File: src/rtl/imem_fetch_ctrl.sv
// -----------------------------------------------------------------------------
// imem_fetch_ctrl
//
// Owns the single port of a writable, asynchronous-read instruction memory.
// After reset a program loader streams words into the memory. The fetch stage
// then walks the word-addressed PC and presents registered instruction/PC pairs
// to decode. The block also handles stall, branch redirect, end-of-program
// detection and reload.
//
// Ports:
//   clk, rst        - clock (rising edge) and asynchronous active-high reset
//   load_valid      - loader word valid
//   load_data       - loader word
//   load_last       - final word of the program (qualified by load_valid)
//   load_ready      - loader word accepted this cycle (high in LOAD)
//   restart         - synchronous request to return to LOAD
//   stall           - hold the fetch outputs and the PC
//   branch_taken    - redirect fetch to branch_target this cycle
//   branch_target   - word address of the redirect
//   imem_addr       - memory address: write pointer in LOAD, otherwise PC
//   imem_we         - memory write enable
//   imem_wdata      - memory write data (zero when not writing)
//   imem_rdata      - asynchronous read data at imem_addr
//   instr_out       - registered fetched instruction
//   pc_out          - registered address of instr_out
//   instr_valid     - instr_out/pc_out valid
//   prog_len        - number of words written by the last completed load
//   done            - fetch has run past the last loaded word
// -----------------------------------------------------------------------------
module imem_fetch_ctrl #(
   parameter int unsigned WIDTH = 32,
   parameter int unsigned AW    = 9
) (
   input  logic             clk,
   input  logic             rst,
   input  logic             load_valid,
   input  logic [WIDTH-1:0] load_data,
   input  logic             load_last,
   output logic             load_ready,
   input  logic             restart,
   input  logic             stall,
   input  logic             branch_taken,
   input  logic [AW-1:0]    branch_target,
   output logic [AW-1:0]    imem_addr,
   output logic             imem_we,
   output logic [WIDTH-1:0] imem_wdata,
   input  logic [WIDTH-1:0] imem_rdata,
   output logic [WIDTH-1:0] instr_out,
   output logic [AW-1:0]    pc_out,
   output logic             instr_valid,
   output logic [AW:0]      prog_len,
   output logic             done
);

   typedef enum logic [1:0] {
      StLoad,
      StRun,
      StDone
   } state_e;

   localparam logic [AW-1:0] AddrOne  = AW'(1);
   localparam logic [AW-1:0] AddrLast = {AW{1'b1}};
   localparam logic [AW:0]   LenOne   = (AW+1)'(1);

   state_e        state_q;
   logic [AW-1:0] wptr_q;
   logic [AW-1:0] pc_q;

   // PC at or beyond the loaded image. Zero-extended so a full 2**AW image
   // never matches and the PC simply wraps.
   logic pc_past_end;
   logic target_in_prog;

   assign pc_past_end    = ({1'b0, pc_q} >= prog_len);
   assign target_in_prog = ({1'b0, branch_target} < prog_len);

   // Memory port ownership: loader in LOAD, fetch PC otherwise.
   always_comb begin
      load_ready = (state_q == StLoad);
      imem_we    = load_ready && load_valid;
      imem_wdata = imem_we ? load_data : '0;
      imem_addr  = load_ready ? wptr_q : pc_q;
   end

   always_ff @(posedge clk or posedge rst) begin
      if (rst) begin
         state_q     <= StLoad;
         wptr_q      <= '0;
         pc_q        <= '0;
         prog_len    <= '0;
         instr_out   <= '0;
         pc_out      <= '0;
         instr_valid <= 1'b0;
         done        <= 1'b0;
      end else begin
         case (state_q)
            StLoad: begin
               instr_valid <= 1'b0;
               done        <= 1'b0;
               if (restart) begin
                  // A word presented alongside restart is still written, but
                  // the pointer rewinds so the next load overwrites it.
                  wptr_q <= '0;
               end else if (load_valid) begin
                  wptr_q <= wptr_q + AddrOne;
                  if (load_last || (wptr_q == AddrLast)) begin
                     prog_len <= {1'b0, wptr_q} + LenOne;
                     pc_q     <= '0;
                     state_q  <= StRun;
                  end
               end
            end

            StRun: begin
               if (restart) begin
                  state_q     <= StLoad;
                  wptr_q      <= '0;
                  instr_valid <= 1'b0;
               end else if (branch_taken) begin
                  // Redirect wins over stall; the cycle becomes a bubble.
                  pc_q        <= branch_target;
                  instr_valid <= 1'b0;
               end else if (stall) begin
                  // Hold everything.
               end else if (pc_past_end) begin
                  instr_valid <= 1'b0;
                  done        <= 1'b1;
                  state_q     <= StDone;
               end else begin
                  instr_out   <= imem_rdata;
                  pc_out      <= pc_q;
                  instr_valid <= 1'b1;
                  pc_q        <= pc_q + AddrOne;
               end
            end

            StDone: begin
               instr_valid <= 1'b0;
               if (restart) begin
                  state_q <= StLoad;
                  wptr_q  <= '0;
                  done    <= 1'b0;
               end else if (branch_taken && target_in_prog) begin
                  state_q <= StRun;
                  pc_q    <= branch_target;
                  done    <= 1'b0;
               end
            end

            default: begin
               state_q <= StLoad;
            end
         endcase
      end
   end

endmodule

File: config.mk
export PLATFORM = sky130hd
export DESIGN_NAME = imem_fetch_ctrl
export DESIGN_NICKNAME = d
export VERILOG_FILES = /design/src/rtl/imem_fetch_ctrl.sv
export SDC_FILE = /design/constraint.sdc
export NUM_CORES = 1
export LEC_CHECK = 0
export BUFFER_PORTS_ARGS = -buffer_cell sky130_fd_sc_hd__buf_2
export CORE_MARGIN = 1.5
export CORE_UTILIZATION = 46
export CTS_BUF_LIST = sky130_fd_sc_hd__clkbuf_4 sky130_fd_sc_hd__clkbuf_8
export CTS_CLUSTER_SIZE = 40
export DETAILED_ROUTE_END_ITERATION = 6
export HOLD_SLACK_MARGIN = 0.08
export PLACE_DENSITY_LB_ADDON = 0.12
export SYNTH_ARGS = -nofsm -noshare
export SYNTH_HDL_FRONTEND = slang
export SYNTH_SLANG_ARGS = --single-unit
File: constraint.sdc
create_clock -name clk -period 6.25 [get_ports clk]
set_input_delay 1.25 -clock clk [delete_from_list [all_inputs] [get_ports clk]]
set_output_delay 1.25 -clock clk [all_outputs]
set_load 0.02 [all_outputs]
==> run_results.csv, run 1 <==
group,metric,value,unit
pwr,worst_ir_drop_vdd,0.256,mV
timing,relSlewSlack,36.3,%
outcome,status,"finished, final reports clean",
grt,gr-usage-met2,37.2,%
logic_synthesis,ys_types,55,
pwr,leakagePower,2.77,nW
critical_path,arrival,2.12,ns
logic_synthesis,synthTopCellsByArea,"dfrtp_1 45%, mux2_2 13%, ha_1 7.3%",
logic_synthesis,synth_top_area_cell,"dfrtp_1",
timing,timing.hold.ws,0.484,ns
critical_path,crit_type,"reg2out",
clock_network,h-tree-depth,3,
timing,setup_viol,0,
grt,grt_pass1_vias,3471,
die,io_pins,176,
place,hpwl,8080,um
logic_synthesis,yosysWarningCount,0,
critical_path,critPathCaptureType,"primary output",
detailed_routing,drc,0,
place,gp_congestion,0.985,
detailed_routing,wirelength,10800,um
final_layout,diodes,0,
grt,antenna_found_initial,0,
grt,grt_max_degree,74,
clock_network,ctsRootBufferMaster,"clkbuf_8",
timing,min_period,3.37,ns
detailed_routing,antenna_left,0,
pwr,comb_power_share,54.8,%
clock_network,cts_tree,"yes",
timing,fin_setup_tns,0,ns
clock_network,cts_resized,0,
pwr,p_sw_share,46.9,%
logic_synthesis,synth_cells,383,
final_layout,layout.nets,657,
logic_synthesis,ys.flop_type,"dfrtp_1",
pwr,p_int,1.33,mW
grt,grt.busiest_layer,"met2",
timing,fmax,297,MHz
critical_path,critical_path_peak_fanout,36,
timing,hold_violations,0,
logic_synthesis,ys_ff_latch,73,
pwr,p_seq_share,31.9,%
grt,met1_usage,31.9,%
die,die_w,97.3,um
timing,finalMaxSlewViolations,0,
place,postPlaceCellArea,5040,sq um
logic_synthesis,synth_top_area_share,44.6,%
logic_synthesis,avgSynthCellArea,10.7,sq um
die,start_util,47.2,%
place,place_inst,650,
final_layout,area_growth,27.5,%
timing,timing.final.crit_share,53.9,%
pwr,p_switching,1.17,mW
final_layout,post-route-util,60.1,%
logic_synthesis,syn-cell-area,4090,sq um
logic_synthesis,synth_edf_count,0,
die,core_area,8680,sq um
critical_path,startpoint_type,"flip-flop",
grt,grt_pass1_wl,17500,um
clock_network,clock_path_buffers,2,
timing,fin_skew,0.0136,ns
timing,tightest_slew,0.949,ns
final_layout,stdcell_count,666,
flow_run,cap_violations,0,
final_layout,drive_above_1_share,44.8,%
clock_network,clock-sinks,73,
detailed_routing,drtIter0Drc,256,
timing,rsz0062_at_grt,"no",
logic_synthesis,synth_nets,487,
clock_network,postCtsSetupBuffers,0,
clock_network,cts_hold_buf,0,
grt,grtUsageTotal,23.1,%
die,std_cell_rows,34,
clock_network,numCtsBuffers,9,
grt,grt_overflow,0,
logic_synthesis,synth_seq_area_share,44.6,%
clock_network,clkTransAtPathRegs,0.08,ns
critical_path,crit_required,5.00,ns
pwr,power.share.clock,13.3,%
grt,grt.met3_usage,3.96,%
detailed_routing,routedWlPerCell,16.2,um
die,die_h,97.3,um
final_layout,nFillCells,800,
place,io_buffers,175,
detailed_routing,routed-via-count,3659,
detailed_routing,drt-pass1-iter-count,5,
logic_synthesis,async_reset_ff_share,100,%
pwr,power.density,480,nW/um^2
detailed_routing,drt-vias-per-instance,5.49,
hold_path,worstHoldPathType,"reg2reg",
clock_network,worstSkewPairLatency,0.35,ns
final_layout,fin_area,5220,sq um
die,die_area,9480,sq um
==> kinds of logic (layout without fill, tap and decap cells) <==
family	count (synthesis)	in the layout	share of synthesized area (%)
compound gates	81	81	13.8
fa+ha+maj	24	24	7.34
buf+inv	38	213	4.34
mux	50	50	13.7
xor+xnor	9	9	1.93
flops	73	73	44.6
simple gates	108	108	14.3
==> worst max-delay path, stage by stage (launching register included) <==
cell and delay [ns]:
dfrtp_1 0.41, inv_1 0.11, ha_1 0.34, buf_4 0.37
mux2_2 0.38, buf_2 0.16
==> power by group through the flow <==
| stage | sequential, mW | combinational [mW] | clock (mW) |
|---|---|---|---|
| after floorplan | 0.962 | 0.794 | 0 |
| after global placement | 0.798 | 1.35 | 0 |
| after detailed placement | 0.806 | 1.37 | 0 |
| after CTS | 0.798 | 1.38 | 0.344 |
| after global routing | 0.824 | 1.50 | 0.366 |
| final | 0.798 | 1.37 | 0.333 |
==> registers in the layout, indices dropped and copies added (netlist names) <==
register	count
done	1
pc_out	9
instr_valid	1
state_q	2
prog_len	10
pc_q	9
instr_out	32
wptr_q	9
==> path summary, 6_finish.rpt <==
path	start	to	slack (ns)	depth (start not counted)
setup / recovery	state_q[1]$_DFFE_PP0P_	imem_addr[4]	2.88	5
hold / removal	instr_out[26]$_DFFE_PP0P_	instr_out[26]$_DFFE_PP0P_	0.48	1
min in group asynchronous	rst	instr_out[8]$_DFFE_PP0P_	1.19	3
hold reg to reg	instr_out[26]$_DFFE_PP0P_	instr_out[26]$_DFFE_PP0P_	0.48	1
max in group asynchronous	rst	instr_out[16]$_DFFE_PP0P_	4.50	3
setup reg to reg	wptr_q[0]$_DFFE_PP0P_	pc_q[8]$_DFFE_PP0P_	3.01	11
==> cell type report <==
cell class	instances	area, sq um	share of cell area (%)
Multi-Input combinational cell	272	2110	40.5
Sequential cell	73	1830	35.0
Timing Repair Buffer	178	898	17.2
Tap cell	108	135	2.59
Clock buffer	10	131	2.52
Inverter	19	71.3	1.37
Clock inverter	6	42.5	0.815
==> routing by layer <==
layer	wire length [um]	part of all wire, %
met4	144	1.3
met3	753	7.0
met2	5220	48
met5	0	0
met1	4680	43
==> synthesized netlist by cell type (4+ instances only) <==
| cell | n |
|---|---|
| a21oi_1 | 16 |
| o21ai_0 | 20 |
| dfrtp_1 | 73 |
| inv_1 | 17 |
| o31ai_1 | 12 |
| ha_1 | 24 |
| mux2_2 | 46 |
| clkbuf_1 | 11 |
| nand2b_1 | 6 |
| xnor2_1 | 8 |
| a211oi_1 | 5 |
| nand2_1 | 16 |
| a22oi_1 | 5 |
| and3_1 | 35 |
| buf_4 | 4 |
| nand3_1 | 9 |
| nor3_1 | 4 |
| nor2_1 | 21 |
==> stage by stage <==
step	power [mW]	worst slack [ns]
after detailed placement	2.18	2.80
after global placement	2.15	2.95
after CTS	2.52	2.86
final	2.50	2.88
after global routing	2.69	2.69
after floorplan	1.76	3.15
==> layout by cell type (no fill, tap or decap), types with 3 or more instances in the layout <==
| master | count |
|---|---|
| nor2_1 | 21 |
| o31ai_1 | 12 |
| xnor2_1 | 8 |
| nand2_1 | 16 |
| o21ai_0 | 20 |
| nand2b_1 | 6 |
| a22oi_1 | 5 |
| mux2_1 | 3 |
| mux2_2 | 46 |
| inv_1 | 16 |
| buf_4 | 3 |
| buf_2 | 175 |
| and3_1 | 35 |
| a21oi_1 | 16 |
| nand3_1 | 9 |
| nand4_1 | 3 |
| ha_1 | 24 |
| nor3_1 | 4 |
| a211oi_1 | 5 |
| dfrtp_1 | 73 |
| clkbuf_8 | 9 |
No activity file was read; power rests on OpenSTA's default activity.
==> inputs of run 2 (changes only) <==
--- a/config.mk
+++ b/config.mk
@@ -5,6 +5,7 @@
 export SDC_FILE = /design/constraint.sdc
 export NUM_CORES = 1
 export LEC_CHECK = 0
+export ABC_AREA = 1
 export BUFFER_PORTS_ARGS = -buffer_cell sky130_fd_sc_hd__buf_2
 export CORE_MARGIN = 1.5
 export CORE_UTILIZATION = 46
==> constraint.sdc (replaced) <==
create_clock -name clk -period 3.48 [get_ports clk]
set_input_delay 0.696 -clock clk [delete_from_list [all_inputs] [get_ports clk]]
set_output_delay 0.696 -clock clk [all_outputs]
set_load 0.02 [all_outputs]
==> run_results.csv, run 2 <==
group,metric,value,unit
logic_synthesis,synth_xor_xnor_area_share,0.788,%
logic_synthesis,synth_top_area_cell,"dfrtp_1",
grt,grtUsageTotal,21.5,%
critical_path,worst-path-buf-inv,3,
hold_path,holdCritStartpoint,"done$_DFFE_PP0P_",
logic_synthesis,synth_cells,578,
hold_path,holdPathEnd,"done$_DFFE_PP0P_",
pwr,power.share.clock,19.1,%
critical_path,crit_slowest_cell,"nand2_1",
logic_synthesis,synth_compound_area_share,15.4,%
die,start_util,47.7,%
logic_synthesis,synthTopCellsByArea,"dfrtp_1 41%, nand2_1 12%, inv_1 10%",
pwr,p_sw_share,45.9,%
detailed_routing,routed-via-count,4169,
detailed_routing,drt-vias-per-instance,4.73,
timing,fmax,328,MHz
place,gp_congestion,0.922,
critical_path,max_stage_delay,0.59,ns
logic_synthesis,synthMuxAreaShare,0.225,%
logic_synthesis,ys_types,33,
logic_synthesis,ys_ff_latch,73,
logic_synthesis,synthSimpleGateAreaFrac,22.3,%
final_layout,layout_common_cells,"175 x buf_2, 145 x nand2_1, 119 x inv_1",
final_layout,diodes,0,
final_layout,nFillCells,883,
pwr,comb_power_share,50.1,%
clock_network,cts_tree,"yes",
critical_path,reg2reg_to,"pc_out[3]$_DFFE_PP0P_",
critical_path,path_delay_family,"simple AND/OR/NAND/NOR gates",
pwr,worst_ir_drop_vdd,0.297,mV
hold_path,worstHoldPathType,"reg2reg",
critical_path,ff2ff_setup_slack,0.69,ns
clock_network,postCtsSetupBuffers,0,
grt,grt_pass1_vias,3761,
pwr,p_seq_share,30.8,%
detailed_routing,antenna_left,0,
clock_network,clock-sinks,73,
logic_synthesis,yosysWarningCount,0,
outcome,status,"finished, final reports clean",
final_layout,area_growth,26.4,%
timing,setup_viol,0,
clock_network,worstSkewPairLatency,0.34,ns
hold_path,holdPathStages,2,
final_layout,layout.nets,852,
die,die_h,101,um
critical_path,r2r_cells,11,
place,dpl_worst_slack,0.710,ns
timing,relSlewSlack,28.1,%
die,die_area,10300,sq um
grt,grt_max_degree,83,
critical_path,crit_type,"reg2out",
die,std_cell_rows,35,
grt,antenna_found_initial,0,
logic_synthesis,syn-cell-area,4450,sq um
detailed_routing,wirelength,10900,um
logic_synthesis,synth_nets,682,
detailed_routing,drc,0,
die,io_pins,176,
logic_synthesis,async_reset_ff_share,100,%
critical_path,crit_required,2.78,ns
detailed_routing,routedWlPerCell,12.3,um
timing,fin_setup_tns,0,ns
final_layout,regMostFlops,"instr_out",
logic_synthesis,synth.most_common_cell,"nand2_1",
logic_synthesis,synth_top_area_share,41.1,%
final_layout,largest_registers,"instr_out x32, prog_len x10",
logic_synthesis,ys_top_cells_by_count,"145 x nand2_1, 120 x inv_1, 73 x dfrtp_1, 46 x nor2_1, 41 x o21ai_2",
final_layout,final_common_cell,"buf_2",
critical_path,critical_path_peak_fanout,33,
critical_path,critPathCaptureType,"primary output",
detailed_routing,drtIter0Drc,286,
clock_network,cts_hold_buf,0,
grt,grt.met3_usage,4.83,%
clock_network,ctsRootBufferMaster,"clkbuf_8",
pwr,p_switching,1.97,mW
pwr,power.density,762,nW/um^2
logic_synthesis,synth_seq_area_share,41.1,%
flow_run,cap_violations,0,
logic_synthesis,avgSynthCellArea,7.70,sq um
pwr,p_int,2.32,mW
clock_network,h-tree-depth,3,
clock_network,cts_resized,0,
clock_network,clkTransAtPathRegs,0.08,ns
place,hpwl,8220,um
clock_network,numCtsBuffers,9,
grt,grt.busiest_layer,"met2",
critical_path,path_cells,"inv_1 -> ha_1 -> buf_4 -> nand2_1 -> nor2_1 -> buf_2",
logic_synthesis,synthAdderAreaFrac,6.75,%
timing,finalMaxSlewViolations,0,
critical_path,timing.rr.start,"pc_q[4]$_DFFE_PP0P_",
final_layout,largest_reg_flops,32,
critical_path,arrival,2.35,ns
timing,timing.final.crit_share,87.5,%
grt,grt_pass1_wl,17600,um
pwr,leakagePower,3.27,nW
logic_synthesis,synth_edf_count,0,
clock_network,clock_path_buffers,2,
grt,met1_usage,29.2,%
timing,fin_skew,0.00734,ns
critical_path,startpoint_type,"flip-flop",
detailed_routing,drt-pass1-iter-count,5,
grt,gr-usage-met2,34.3,%
final_layout,drive_above_1_share,32.8,%
timing,fin_ws,0.433,ns
final_layout,post-route-util,60.3,%
timing,tightest_slew,1.08,ns
grt,grt_overflow,0,
die,core_area,9330,sq um
die,die_w,101,um
timing,min_period,3.05,ns
timing,hold_violations,0,
logic_synthesis,ys.flop_type,"dfrtp_1",
logic_synthesis,synth_top_family_by_area,"simple AND/OR/NAND/NOR gates",
timing,rsz0062_at_grt,"no",
place,io_buffers,175,
run 2: cell count changes after synthesis, moves of 6 or more:
cell,delta
nand2b_1,-6
o21ai_2,+41
o21ai_0,+11
nand2_1,+129
o22ai_1,+7
buf_6,+8
nor2_1,+25
o31ai_1,-12
and3_1,-35
inv_1,+103
xnor2_1,-8
nand3_1,+14
mux2_2,-46
run 2: how the worst max path moves through the flow:
stage                                start                        end  slack, ns  cells after the start
floorplan                              rst           done$_DFFE_PP0P_       0.93                      1
global placement       pc_q[0]$_DFFE_PP0P_      pc_out[1]$_DFFE_PP0P_       0.79                     12
detailed placement     pc_q[4]$_DFFE_PP0P_  instr_out[10]$_DFFE_PP0P_       0.71                     11
CTS                 state_q[1]$_DFFE_PP0P_             imem_wdata[30]       0.40                      6
global route        state_q[1]$_DFFE_PP0P_             imem_wdata[30]       0.20                      6
finish              state_q[1]$_DFFE_PP0P_             imem_wdata[30]       0.43                      6
run 2: power groups by stage:
stage | sequential [mW] | combinational, mW | clock [mW]
after detailed placement | 1.33 | 2.15 | 0
after global routing | 1.36 | 2.39 | 0.877
after CTS | 1.32 | 2.15 | 0.846
final | 1.32 | 2.15 | 0.820
after floorplan | 1.59 | 1.28 | 0
after global placement | 1.33 | 2.09 | 0
run 2: area by class of cell:
cell class / count / area (sq um) / share of cell area (%)
well taps: 129 / 161 / 2.87
multi-input cells: 363 / 2020 / 35.9
repair buffers: 177 / 903 / 16.1
clock inverters: 6 / 114 / 2.03
inverters: 124 / 465 / 8.28
flip-flops and latches: 73 / 1830 / 32.5
clock buffers: 10 / 131 / 2.34
run 2: metrics by stage:
| stage | cell area, sq um | power, mW | hold WS [ns] | instances |
|---|---|---|---|---|
| 2_1_floorplan | 4450 | 2.87 | 0.486 | 578 |
| 3_3_place_gp | 5380 | 3.42 | 0.460 | 866 |
| 3_5_place_dp | 5380 | 3.48 | 0.460 | 866 |
| 4_1_cts | 5620 | 4.32 | 0.480 | 882 |
| 5_1_grt | 5620 | 4.63 | 0.503 | 882 |
| 6_report | 5620 | 4.29 | 0.472 | 882 |
run 2: cells by family (layout without fill, tap and decap cells):
group | after synthesis | count (layout)
AND/OR/NAND/NOR | 235 | 235
buffers and inverters | 142 | 317
AO/OA/AOI/OAI | 99 | 99
flip-flops | 73 | 73
adder cells (fa/ha/maj) | 24 | 24
XOR/XNOR | 4 | 4
multiplexers | 1 | 1
run 2: worst min-delay path: cells and delay by family, from the launching register on:
kind / cells / cell delay [ns]
AND/OR/NAND/NOR: 2 / 0.10
flip-flops: 1 / 0.34
run 2: layer usage:
metal / part of all wire [%] / wire length (um)
met2: 47 / 5100
met4: 1.6 / 176
met3: 6.3 / 688
met5: 0 / 0
met1: 45 / 4910
==> inputs of run 3 (changes only) <==
--- a/config.mk
+++ b/config.mk
@@ -7,6 +7,7 @@
 export LEC_CHECK = 0
 export ABC_AREA = 1
 export BUFFER_PORTS_ARGS = -buffer_cell sky130_fd_sc_hd__buf_2
+export CORE_ASPECT_RATIO = 1.1
 export CORE_MARGIN = 1.5
 export CORE_UTILIZATION = 46
 export CTS_BUF_LIST = sky130_fd_sc_hd__clkbuf_4 sky130_fd_sc_hd__clkbuf_8
==> run_results.csv, run 3 (synthesis results as in run 2) <==
group,metric,value,unit
detailed_routing,routed-via-count,4181,
clock_network,clock-sinks,73,
grt,grt_pass1_wl,18500,um
die,std_cell_rows,37,
detailed_routing,drt-pass1-iter-count,5,
final_layout,largest_registers,"instr_out x32, prog_len x10",
final_layout,layout.nets,854,
critical_path,path_cells,"inv_1 -> ha_1 -> buf_4 -> nand2_1 -> nor2_1 -> buf_2",
pwr,worst_ir_drop_vdd,0.326,mV
clock_network,cts_resized,0,
clock_network,cts_hold_buf,0,
clock_network,clkTransAtPathRegs,0.08,ns
clock_network,worstSkewPairLatency,0.35,ns
timing,setup_viol,0,
critical_path,crit_slowest_cell,"nand2_1",
place,io_buffers,175,
timing,hold_violations,0,
critical_path,critPathCaptureType,"primary output",
critical_path,crit_required,2.78,ns
place,hpwl,8420,um
detailed_routing,drc,0,
final_layout,area_growth,26.2,%
clock_network,postCtsSetupBuffers,0,
grt,grt_pass1_vias,4111,
detailed_routing,antenna_left,0,
timing,rsz0062_at_grt,"no",
final_layout,regMostFlops,"instr_out",
clock_network,numCtsBuffers,9,
outcome,status,"finished, final reports clean",
timing,fmax,327,MHz
final_layout,drive_above_1_share,33.0,%
timing,relSlewSlack,27.8,%
critical_path,critical_path_peak_fanout,33,
die,die_w,96.8,um
die,start_util,47.3,%
flow_run,cap_violations,0,
timing,min_period,3.05,ns
detailed_routing,wirelength,11000,um
critical_path,startpoint_type,"flip-flop",
pwr,leakagePower,3.28,nW
place,postPlaceCellArea,5360,sq um
grt,grt_overflow,0,
place,dpl_worst_slack,0.741,ns
final_layout,final_common_cell,"buf_2",
final_layout,nFillCells,902,
die,die_h,106,um
grt,grt_max_degree,83,
die,io_pins,176,
hold_path,worstHoldPathType,"in2async",
detailed_routing,drt-vias-per-instance,4.79,
clock_network,clock_path_buffers,2,
final_layout,post-route-util,59.8,%
final_layout,largest_reg_flops,32,
pwr,fin_total_pwr,4.31,mW
final_layout,fin_area,5620,sq um
critical_path,max_stage_delay,0.59,ns
die,die_area,10300,sq um
die,core_area,9400,sq um
clock_network,ctsRootBufferMaster,"clkbuf_8",
final_layout,layout_common_cells,"175 x buf_2, 145 x nand2_1, 119 x inv_1",
timing,tightest_slew,1.08,ns
clock_network,h-tree-depth,3,
timing,fin_ws,0.426,ns
grt,grtUsageTotal,21.6,%
timing,fin_setup_tns,0,ns
pwr,power.density,768,nW/um^2
critical_path,crit_type,"reg2out",
timing,timing.final.crit_share,87.8,%
critical_path,arrival,2.36,ns
detailed_routing,drtIter0Drc,227,
critical_path,path_delay_family,"simple AND/OR/NAND/NOR gates",
place,gp_congestion,0.905,
detailed_routing,routedWlPerCell,12.6,um
timing,finalMaxSlewViolations,0,
grt,antenna_found_initial,0,
critical_path,worst-path-buf-inv,3,
timing,fin_skew,0.0113,ns
final_layout,diodes,0,
clock_network,cts_tree,"yes",
-- run 3: changes by cell type in the layout (fill, tap and decap cells not counted), sizes merged --
cell	change
buf	+2
-- run 3: final timing paths --
path / startpoint / end / slack (ns) / depth (start not counted)
hold / removal: rst / instr_out[8]$_DFFE_PP0P_ / 0.26 / 2
max in group asynchronous: rst / instr_out[0]$_DFFE_PP0P_ / 2.49 / 3
min in group clk: done$_DFFE_PP0P_ / done$_DFFE_PP0P_ / 0.47 / 2
hold reg to reg: done$_DFFE_PP0P_ / done$_DFFE_PP0P_ / 0.47 / 2
setup reg to reg: pc_q[5]$_DFFE_PP0P_ / instr_out[25]$_DFFE_PP0P_ / 0.75 / 11
setup / recovery: state_q[0]$_DFFE_PP0P_ / imem_wdata[10] / 0.43 / 6
-- run 3: worst register-to-register path, stage by stage, from the launching register on --
cell	delay, ns
dfrtp_1	0.46
ha_1	0.33
nand2_1	0.09
inv_1	0.04
nand2_1	0.06
nand2_1	0.04
nand2_1	0.10
nand3_2	0.13
nor2_4	0.14
nand3_4	0.77
nand2_1	0.35
o21ai_2	0.08
-- run 3: final cells by class --
type	count	area (sq um)	share of cell area (%)
sequential	73	1830	32.5
multi-input combinational	363	2020	36.0
clock inverter	6	114	2.03
inverter	124	465	8.29
timing repair buffer	179	906	16.1
tap	117	146	2.61
clock buffer	10	138	2.45
-- run 3: stage by stage --
step,hold WS (ns),instances
final,0.258,872
after global routing,0.263,872
after CTS,0.245,872
after detailed placement,0.459,856
after global placement,0.459,856
after floorplan,0.486,578
-- run 3: per-layer routing --
| metal | GRT usage (%) | vias up | share of wire [%] |
|---|---|---|---|
| li1 | - | 2136 | - |
| met1 | 28.5 | 1881 | 46 |
| met2 | 35.5 | 141 | 47 |
| met3 | 3.29 | 23 | 5.0 |
| met4 | 8.80 | 0 | 2.1 |
| met5 | 0 | - | 0 |
-- run 3: power by group --
| part | internal [mW] | total (mW) | switching, mW |
|---|---|---|---|
| logic | 0.711 | 2.15 | 1.44 |
| clock network | 0.498 | 0.840 | 0.341 |
| registers | 1.13 | 1.32 | 0.193 |
| total | 2.34 | 4.31 | 1.98 |
